`src/rtl/dmem_arbiter_pkg.sv`:
```
// Shared types and constants for the data-memory arbiter.
package dmem_arbiter_pkg;

    // Default data bus width of the core.
    localparam int RegBus = 32;

    // Read-return owner encoding.
    localparam logic OwnerM0 = 1'b0;
    localparam logic OwnerM1 = 1'b1;

    // Arbiter lock state.
    typedef enum logic {
        ArbIdle    = 1'b0,
        ArbM1Burst = 1'b1
    } arb_state_e;

    // Bits needed to hold the values 0..max_val (never less than one bit).
    function automatic int cnt_width(input int max_val);
        int w;
        w = $clog2(max_val + 1);
        if (w < 1) begin
            w = 1;
        end else begin
            w = w;
        end
        return w;
    endfunction

endpackage

```
`src/rtl/dmem_arbiter_sat_counter.sv`:
```
// Saturating up-counter with synchronous clear; clear wins over increment.
module arb_sat_counter #(
    parameter int MAX = 8,
    parameter int W   = 4
) (
    input  logic         clk,
    input  logic         rst,
    input  logic         clr,
    input  logic         inc,
    output logic [W-1:0] count
);

    logic [W-1:0] count_r;

    // Count up to MAX and hold there until cleared.
    always_ff @(posedge clk or posedge rst) begin
        if (rst) begin
            count_r <= {W{1'b0}};
        end else if (clr) begin
            count_r <= {W{1'b0}};
        end else if (inc && (count_r != W'(MAX))) begin
            count_r <= count_r + W'(1);
        end else begin
            count_r <= count_r;
        end
    end

    assign count = count_r;

endmodule

```
`src/rtl/dmem_arbiter.sv`:
```
// Two-master arbiter for the single-port data RAM: CPU data port (M0) has
// fixed priority, the secondary requester (M1) is protected by a starvation
// counter and may lock the RAM for short bursts.
module dmem_arbiter
    import dmem_arbiter_pkg::*;
#(
    parameter int ADDR_W    = 32,
    parameter int DATA_W    = RegBus,
    parameter int MAX_WAIT  = 8,
    parameter int BURST_MAX = 4
) (
    input  logic                clk,
    input  logic                rst,
    input  logic                m0_req,
    input  logic                m0_we,
    input  logic [ADDR_W-1:0]   m0_addr,
    input  logic [DATA_W-1:0]   m0_wdata,
    input  logic [DATA_W/8-1:0] m0_sel,
    input  logic                m1_req,
    input  logic                m1_we,
    input  logic [ADDR_W-1:0]   m1_addr,
    input  logic [DATA_W-1:0]   m1_wdata,
    input  logic [DATA_W/8-1:0] m1_sel,
    input  logic                m1_lock,
    output logic                m0_gnt,
    output logic                m1_gnt,
    output logic                m0_stall,
    output logic                m0_rvalid,
    output logic                m1_rvalid,
    output logic [DATA_W-1:0]   m0_rdata,
    output logic [DATA_W-1:0]   m1_rdata,
    output logic                ram_ce,
    output logic                ram_we,
    output logic [ADDR_W-1:0]   ram_addr,
    output logic [DATA_W-1:0]   ram_wdata,
    output logic [DATA_W/8-1:0] ram_sel,
    input  logic [DATA_W-1:0]   ram_rdata
);

    localparam int SelW  = DATA_W / 8;
    localparam int WaitW = cnt_width(MAX_WAIT);
    localparam int BeatW = cnt_width(BURST_MAX);

    arb_state_e       state_r;
    logic             m0_first_r;
    logic             m0_rvalid_r;
    logic             m1_rvalid_r;

    logic [WaitW-1:0] wait_cnt_s;
    logic [BeatW-1:0] beat_cnt_s;
    logic             m0_gnt_s;
    logic             m1_gnt_s;
    logic             enter_s;
    logic             burst_end_s;
    logic             max_exit_s;
    logic             beat_clr_s;
    logic             beat_inc_s;
    logic             wait_clr_s;
    logic             wait_inc_s;

    // Grant decision and burst bookkeeping from requests and registered state.
    always_comb begin
        m0_gnt_s    = 1'b0;
        m1_gnt_s    = 1'b0;
        enter_s     = 1'b0;
        burst_end_s = 1'b0;
        max_exit_s  = 1'b0;
        beat_clr_s  = 1'b1;
        beat_inc_s  = 1'b0;
        case (state_r)
            ArbIdle: begin
                // The cycle after a full-length burst M0 goes first.
                if (m0_first_r && m0_req) begin
                    m0_gnt_s = 1'b1;
                end else if ((wait_cnt_s == WaitW'(MAX_WAIT)) && m1_req) begin
                    m1_gnt_s = 1'b1;
                end else if (m0_req) begin
                    m0_gnt_s = 1'b1;
                end else if (m1_req) begin
                    m1_gnt_s = 1'b1;
                end else begin
                    m0_gnt_s = 1'b0;
                end
                // A locked M1 beat opens a burst and counts as beat one; with a
                // one-beat limit that first beat already exhausts the burst.
                if (m1_gnt_s && m1_lock) begin
                    if (BURST_MAX > 1) begin
                        enter_s    = 1'b1;
                        beat_clr_s = 1'b0;
                        beat_inc_s = 1'b1;
                    end else begin
                        max_exit_s = 1'b1;
                    end
                end else begin
                    enter_s = 1'b0;
                end
            end
            ArbM1Burst: begin
                m1_gnt_s = m1_req;
                if (!m1_req) begin
                    burst_end_s = 1'b1;
                end else if (beat_cnt_s == BeatW'(BURST_MAX - 1)) begin
                    burst_end_s = 1'b1;
                    max_exit_s  = 1'b1;
                end else if (!m1_lock) begin
                    burst_end_s = 1'b1;
                end else begin
                    beat_clr_s = 1'b0;
                    beat_inc_s = 1'b1;
                end
            end
            default: begin
                burst_end_s = 1'b1;
            end
        endcase
    end

    // Starvation counter control: count refused M1 cycles only.
    always_comb begin
        wait_clr_s = m1_gnt_s | ~m1_req;
        wait_inc_s = m1_req & ~m1_gnt_s;
    end

    arb_sat_counter #(
        .MAX (MAX_WAIT),
        .W   (WaitW)
    ) u_wait_cnt (
        .clk   (clk),
        .rst   (rst),
        .clr   (wait_clr_s),
        .inc   (wait_inc_s),
        .count (wait_cnt_s)
    );

    arb_sat_counter #(
        .MAX (BURST_MAX),
        .W   (BeatW)
    ) u_beat_cnt (
        .clk   (clk),
        .rst   (rst),
        .clr   (beat_clr_s),
        .inc   (beat_inc_s),
        .count (beat_cnt_s)
    );

    // RAM port mux: granted master's fields, all zero when nobody is granted.
    always_comb begin
        if (m1_gnt_s) begin
            ram_ce    = 1'b1;
            ram_we    = m1_we;
            ram_addr  = m1_addr;
            ram_wdata = m1_wdata;
            ram_sel   = m1_sel;
        end else if (m0_gnt_s) begin
            ram_ce    = 1'b1;
            ram_we    = m0_we;
            ram_addr  = m0_addr;
            ram_wdata = m0_wdata;
            ram_sel   = m0_sel;
        end else begin
            ram_ce    = 1'b0;
            ram_we    = 1'b0;
            ram_addr  = {ADDR_W{1'b0}};
            ram_wdata = {DATA_W{1'b0}};
            ram_sel   = {SelW{1'b0}};
        end
    end

    // Lock FSM, post-burst M0 priority flag and read-return owner tracking.
    // The per-master rvalid registers together encode pending flag and owner.
    always_ff @(posedge clk or posedge rst) begin
        if (rst) begin
            state_r     <= ArbIdle;
            m0_first_r  <= 1'b0;
            m0_rvalid_r <= 1'b0;
            m1_rvalid_r <= 1'b0;
        end else begin
            case (state_r)
                ArbIdle: begin
                    state_r <= enter_s ? ArbM1Burst : ArbIdle;
                end
                ArbM1Burst: begin
                    state_r <= burst_end_s ? ArbIdle : ArbM1Burst;
                end
                default: begin
                    state_r <= ArbIdle;
                end
            endcase
            m0_first_r  <= max_exit_s;
            m0_rvalid_r <= m0_gnt_s & ~m0_we;
            m1_rvalid_r <= m1_gnt_s & ~m1_we;
        end
    end

    assign m0_gnt    = m0_gnt_s;
    assign m1_gnt    = m1_gnt_s;
    assign m0_stall  = m0_req & ~m0_gnt_s;
    assign m0_rvalid = m0_rvalid_r;
    assign m1_rvalid = m1_rvalid_r;
    assign m0_rdata  = m0_rvalid_r ? ram_rdata : {DATA_W{1'b0}};
    assign m1_rdata  = m1_rvalid_r ? ram_rdata : {DATA_W{1'b0}};

endmodule

```
`config.mk`:
```
export PLATFORM = sky130hd
export DESIGN_NAME = dmem_arbiter
export DESIGN_NICKNAME = d
export VERILOG_FILES = /design/src/rtl/dmem_arbiter_pkg.sv /design/src/rtl/dmem_arbiter_sat_counter.sv /design/src/rtl/dmem_arbiter.sv
export SDC_FILE = /design/constraint.sdc
export NUM_CORES = 1
export LEC_CHECK = 0
export CAP_MARGIN = 20
export CORE_AREA = 10 10 114 116
export CTS_BUF_LIST = sky130_fd_sc_hd__clkbuf_16
export CTS_CLUSTER_SIZE = 40
export DETAILED_ROUTE_END_ITERATION = 7
export DIE_AREA = 0 0 124 126
export HOLD_SLACK_MARGIN = 0.06
export MAX_ROUTING_LAYER = met4
export PLACE_DENSITY_LB_ADDON = 0.1
export SETUP_SLACK_MARGIN = 0.02
export SYNTH_ARGS = -nofsm -noshare
export SYNTH_HDL_FRONTEND = slang
export SYNTH_SLANG_ARGS = --single-unit
```
`constraint.sdc`:
```
create_clock -name clk -period 2.1 [get_ports clk]
set_input_delay 0.21 -clock clk [delete_from_list [all_inputs] [get_ports clk]]
set_output_delay 0.21 -clock clk [all_outputs]
set_load 0.01 [all_outputs]
```
==> results of run 1 <==
[cell usage in the layout, fill, tap and decap left out, types with 4 or more instances in the layout]
master	netlist	routed
clkbuf_16	0	4
dfrtp_1	11	11
a22o_1	69	69
clkdlybuf4s50_1	0	241
buf_6	8	37
nand3_1	4	4
buf_12	0	4
ha_1	5	4
and2_1	64	64
a21oi_1	5	5
buf_2	7	38
buf_4	0	17
inv_1	7	8
[metrics by stage]
step	hold slack (ns)	setup TNS, ns	setup WS (ns)	total power [mW]
global placement	0.530	-12.50	-0.231	1.29
CTS	0.282	-0.518	-0.0925	1.60
detailed placement	0.536	-14.18	-0.259	1.29
global route	0.320	-2.38	-0.111	1.73
finish	0.265	-0.231	-0.0311	1.64
floorplan	0.0624	0	0.361	0.559
[logic make-up (layout without fill, tap and decap cells)]
family,Yosys count,in the layout
DFF,11,11
AOI/OAI and AO/OA,77,77
and+or+nand+nor,86,86
adders and majority gates,5,5
muxes,1,1
xor gates and xnor gates,3,3
buffers and inverters,29,356
[synth_stat cells]
cell	n
and4bb_4	1
nor3_1	2
xor2_1	1
and2_1	64
ha_1	5
nand2_1	3
inv_1	7
a21oi_2	1
nor2b_1	3
xnor2_1	2
nand3b_1	1
a22o_1	69
o21a_1	1
mux2_2	1
nand3_1	4
buf_6	8
a21oi_1	5
dfrtp_1	11
and3b_1	2
a2bb2oi_1	1
or2_2	1
clkbuf_1	7
and3_1	1
nand2b_1	3
buf_2	7
nor2_1	1
[flip-flops by register name, summed over array words and instances (netlist names)]
| signal | count |
|---|---|
| m0_first_r | 1 |
| m0_rvalid | 1 |
| m1_rvalid | 1 |
| state_r | 1 |
| u_beat_cnt.count | 3 |
| u_wait_cnt.count | 4 |
[layer usage]
layer	up-vias	share of wire (%)
met5	-	0
met3	9	12
met2	219	52
met4	0	1.2
li1	1432	-
met1	1356	34
[worst paths after layout]
path,start,end,slack (ns),depth (start not counted)
min reg2reg,u_beat_cnt.count[2],u_beat_cnt.count[1],0.57,2
min,rst,u_wait_cnt.count[2],0.27,2
max,u_wait_cnt.count[1],ram_addr[0],-0.03,8
max reg2reg,u_wait_cnt.count[1],m1_rvalid,0.57,6
min in group clk,m0_we,m0_rvalid,0.55,2
max in group asynchronous,rst,state_r,1.55,2
[critical path: cells and delay by family (launching register included)]
family / cells / cell delay (ns)
fa+ha+maj: 1 / 0.17
compound gates: 2 / 0.47
flops: 1 / 0.34
buf+inv: 4 / 0.48
simple gates: 1 / 0.21
[area by class of cell]
cell class                      count  area share (%)
Clock buffer                        3            1.43
Sequential cell                    11            5.26
Inverter                            7           0.502
Tap cell                          140            3.35
Clock inverter                      1          0.0717
Timing Repair Buffer              345            64.4
Multi-Input combinational cell    172            25.0
[power by group]
group / switching, mW / internal [mW]
combinational: 0.392 / 0.688
clock: 0.0927 / 0.250
sequential: 0.00295 / 0.219
[timing repair]
action                     CTS  global route
setup buffers                9             3
pin swaps                    5            28
gates resized for setup    297            44
cloned                       3             1
setup endpoints to repair   72            70
==> results.json, run 1 <==
{
  "status": "finished with violations",
  "violations": "negative setup slack",
  "powerDensity_mw_per_mm2": 314,
  "rsz0062_at_grt": "yes",
  "final_cells": 679,
  "fp.dieArea_sq_mm": 0.0156,
  "cts-htree-levels": 1,
  "gp_congestion": 0.865,
  "yosysSeqAreaShare_pct": 15.8,
  "synth_cell_types": 26,
  "end_kind": "primary output",
  "timing.slew.headroom_pct": 72.5,
  "worstMarginPinSlew_ns": 0.412,
  "clkTransAtPathRegs_ns": 0.04,
  "setup_violations": 12,
  "worstPathCellList": "inv_1 -> ha_2 -> and4bb_4 -> o21a_4 -> buf_12 -> buf_12 -> a22o_1 -> buf_2",
  "gr-total-overflow": 0,
  "dpl.hpwl_um": 12500,
  "grt_use_met1_pct": 16.9,
  "ys_ff_latch": 11,
  "antenna_found_initial": 0,
  "grt_use_met2_pct": 31.0,
  "fin_area_sq_mm": 0.00524,
  "grt-busiest-layer": "met2",
  "syn_nets": 392,
  "cp-start-kind": "flip-flop",
  "row_count": 38,
  "wl_um": 14400,
  "drtIter0Drc": 103,
  "path_max_fanout": 7,
  "synthSimpleGateAreaFrac_pct": 30.8,
  "fmax_mhz": 469,
  "dr.pass1.iters": 4,
  "crit_slowest_cell": "dfrtp_1",
  "min_path_type": "in -> async",
  "seq_area_sq_um": 275,
  "synth_adder_area_share_pct": 3.59,
  "fin_skew_ns": 0.00277,
  "num_vias": 3016,
  "cts.sinks": 11,
  "avgViaCountPerCell": 4.44,
  "drc": 0,
  "start_util_pct": 16.3,
  "syn_to_final_growth_pct": 200,
  "cpPeakStageDelay_ns": 0.34,
  "coreArea_sq_mm": 0.0107,
  "synth_compound_area_share_pct": 37.5,
  "final_antenna_net_count": 0,
  "hold_viol": 0,
  "avgSynthCellArea_sq_um": 8.23,
  "multi_input_area_sq_mm": 0.00131,
  "muxShareOfSynthArea_pct": 0.646,
  "final_util_pct": 48.9,
  "die_w_um": 124,
  "post-route-min-period_ns": 2.13,
  "insertion_delay_ns": 0.24,
  "diodes": 0,
  "synth_top_area_share_pct": 34.6,
  "cts_hold_buf": 0,
  "max_cap_violations": 0,
  "placed_cells": 659,
  "numCtsBuffers": 3,
  "ys.warnings.count": 0,
  "slew_violations": 0,
  "post-route-period-util_pct": 101,
  "clockBufferDepth": 2,
  "setup_ws_ns": -0.0311,
  "ir_worst_vdd_mv": 0.227,
  "synth_area_sq_mm": 0.00174,
  "arrival_ns": 1.92,
  "die_h_um": 126,
  "grt_use_total_pct": 16.8,
  "finalNetCount": 720,
  "postSynthCellCount": 212,
  "synth_top_family_by_area": "compound AO/OA/AOI/OAI gates",
  "critPathRequiredTime_ns": 1.89,
  "p_leak_nw": 2.31,
  "grt_max_degree": 34,
  "drive_gt1_share_pct": 20.6,
  "synthTopCellsByArea": "a22o_1 (35%), and2_1 (23%), dfrtp_1 (16%)",
  "port_buffers": 313,
  "grt_pass1_vias": 3055,
  "wire_per_inst_um": 21.3,
  "synth-xor-area-share_pct": 1.51,
  "ios": 314,
  "fillCellCount": 1030,
  "path_class": "reg -> out",
  "grt_pass1_wl_um": 19400,
  "met3_usage_pct": 5.54,
  "cts-root-buf": "clkbuf_16",
  "synth_top_area_cell": "a22o_1",
  "path_common_cell": "buf_12",
  "postPlaceCellArea_sq_mm": 0.00505,
  "cts_tree": "built"
}
No activity file was read; power rests on OpenSTA's default activity.
==> inputs of run 2 (changes only) <==
--- a/config.mk
+++ b/config.mk
@@ -15,6 +15,7 @@
 export MAX_ROUTING_LAYER = met4
 export PLACE_DENSITY_LB_ADDON = 0.1
 export SETUP_SLACK_MARGIN = 0.02
+export SKIP_CTS_REPAIR_TIMING = 1
 export SYNTH_ARGS = -nofsm -noshare
 export SYNTH_HDL_FRONTEND = slang
 export SYNTH_SLANG_ARGS = --single-unit
==> constraint.sdc (replaced) <==
create_clock -name clk -period 2.1 [get_ports clk]
set_input_delay 0.21 -clock clk [delete_from_list [all_inputs] [get_ports clk]]
set_output_delay 0.21 -clock clk [all_outputs]
set_load 0.005 [all_outputs]
==> results.json, run 2 (synthesis results as in run 1) <==
{
  "post-route-period-util_pct": 107,
  "wl_met3_um": 1680,
  "grt_pass1_vias": 3115,
  "die_w_um": 124,
  "cts-htree-levels": 1,
  "largest_register_ffs": 4,
  "crit_slowest_cell": "dfrtp_1",
  "drive_gt1_share_pct": 22.0,
  "clkTransAtPathRegs_ns": 0.04,
  "critPathRequiredTime_ns": 1.89,
  "drtIter0Drc": 91,
  "fin_skew_ns": 0.00364,
  "start_util_pct": 16.3,
  "max_cap_violations": 0,
  "wirelength_met1_um": 5340,
  "setup_tns_ns": -2.20,
  "worstMarginPinSlew_ns": 0.435,
  "clockBufferDepth": 2,
  "dr.pass1.iters": 4,
  "ios": 314,
  "end_kind": "primary output",
  "p_leak_nw": 2.43,
  "syn_to_final_growth_pct": 203,
  "reg2reg_to": "m0_rvalid",
  "most-common-layout-cells": "clkdlybuf4s50_1 (241), a22o_1 (69), and2_1 (64)",
  "antenna_found_initial": 0,
  "path_max_fanout": 6,
  "timing.slew.headroom_pct": 71.0,
  "port_buffers": 313,
  "highest_layer": "met4",
  "layout_commonest_cell": "clkdlybuf4s50_1",
  "coreArea_sq_mm": 0.0107,
  "gp_congestion": 0.890,
  "setup_ws_ns": -0.140,
  "path_class": "reg -> out",
  "path_common_cell": "buf_12",
  "fillCellCount": 1054,
  "avgViaCountPerCell": 4.40,
  "setup_violations": 43,
  "cpPeakStageDelay_ns": 0.37,
  "grt_pass1_wl_um": 19200,
  "arrival_ns": 2.03,
  "worstPathCellList": "inv_1 -> ha_2 -> and4bb_4 -> a21oi_4 -> buf_12 -> buf_8 -> buf_12 -> buf_6 -> a22o_1 -> buf_2",
  "fmax_mhz": 446,
  "drc": 0,
  "r2r_setup_slack_ns": 0.43,
  "grt_max_degree": 34,
  "slew_violations": 0,
  "cp-start-kind": "flip-flop",
  "worstRegToRegCells": 9,
  "diodes": 0,
  "numCtsBuffers": 3,
  "hold_viol": 0,
  "post-route-min-period_ns": 2.24,
  "p_total_mw": 1.58,
  "row_count": 38,
  "wl_um": 15100,
  "min_path_type": "in -> async",
  "r2r-start": "u_wait_cnt.count[0]",
  "ir_worst_vdd_mv": 0.207,
  "wl_met2_um": 7950,
  "rsz0062_at_grt": "yes",
  "die_h_um": 126,
  "gr-total-overflow": 0,
  "cts-root-buf": "clkbuf_16",
  "cp_num_buf_inv": 6,
  "status": "finished with violations",
  "powerDensity_mw_per_mm2": 299,
  "wire_per_inst_um": 21.7,
  "dpl.hpwl_um": 12700,
  "finalNetCount": 735,
  "cts_tree": "built",
  "crit_family": "buffers and inverters",
  "cts.sinks": 11,
  "insertion_delay_ns": 0.24,
  "grt_use_total_pct": 16.7,
  "num_vias": 3056,
  "fp.dieArea_sq_mm": 0.0156,
  "final_antenna_net_count": 0,
  "dp_slack_ns": -0.203,
  "violations": "negative setup slack"
}
## run 2: stage by stage
| stage | utilization (%) | area, sq um | hold slack (ns) | cells |
|---|---|---|---|---|
| 4_1_cts | 48.9 | 5240 | 0.285 | 670 |
| 2_1_floorplan | - | 1740 | 0.0624 | 212 |
| 6_report | 49.4 | 5290 | 0.270 | 694 |
| 3_3_place_gp | 48.2 | 5160 | 0.530 | 666 |
| 5_1_grt | 49.4 | 5290 | 0.324 | 694 |
| 3_5_place_dp | 48.2 | 5160 | 0.540 | 666 |
## run 2: routing by layer
metal	vias to the layer above	track usage [%]
met1	1374	16.4
met3	9	5.18
met4	0	2.44
met2	209	31.6
li1	1464	-
met5	-	-
## run 2: worst max path at each step
| stage | to | cells past startpoint | slack [ns] | startpoint |
|---|---|---|---|---|
| after floorplan | ram_addr[21] | 7 | 0.39 | u_wait_cnt.count[0] |
| after global placement | ram_addr[14] | 7 | -0.21 | m0_req |
| after detailed placement | ram_addr[14] | 7 | -0.20 | m0_req |
| after CTS | ram_addr[14] | 8 | -0.38 | u_wait_cnt.count[0] |
| after global routing | ram_addr[28] | 10 | -0.21 | u_wait_cnt.count[1] |
| final | ram_addr[28] | 10 | -0.14 | u_wait_cnt.count[0] |
## run 2: layout make-up
cell class              count  area [sq um]  share of cell area [%]
repair buffers            360          3420                    64.8
multi-input cells         172          1310                    24.7
flip-flops and latches     11           275                    5.20
well taps                 140           175                    3.31
clock buffers               3          75.1                    1.42
inverters                   7          26.3                   0.497
clock inverters             1          3.75                  0.0710
## run 2: report_power, final
part / internal, mW / switching, mW
clock: 0.250 / 0.0963
sequential: 0.219 / 0.00308
combinational: 0.679 / 0.334
==> inputs of run 3 (changes only) <==
--- a/config.mk
+++ b/config.mk
@@ -11,6 +11,7 @@
 export CTS_CLUSTER_SIZE = 40
 export DETAILED_ROUTE_END_ITERATION = 7
 export DIE_AREA = 0 0 124 126
+export GPL_ROUTABILITY_DRIVEN = 0
 export HOLD_SLACK_MARGIN = 0.06
 export MAX_ROUTING_LAYER = met4
 export PLACE_DENSITY_LB_ADDON = 0.1
==> results of run 3 <==
Same layout as run 2: the final DEF is identical, and so are final timing and power.
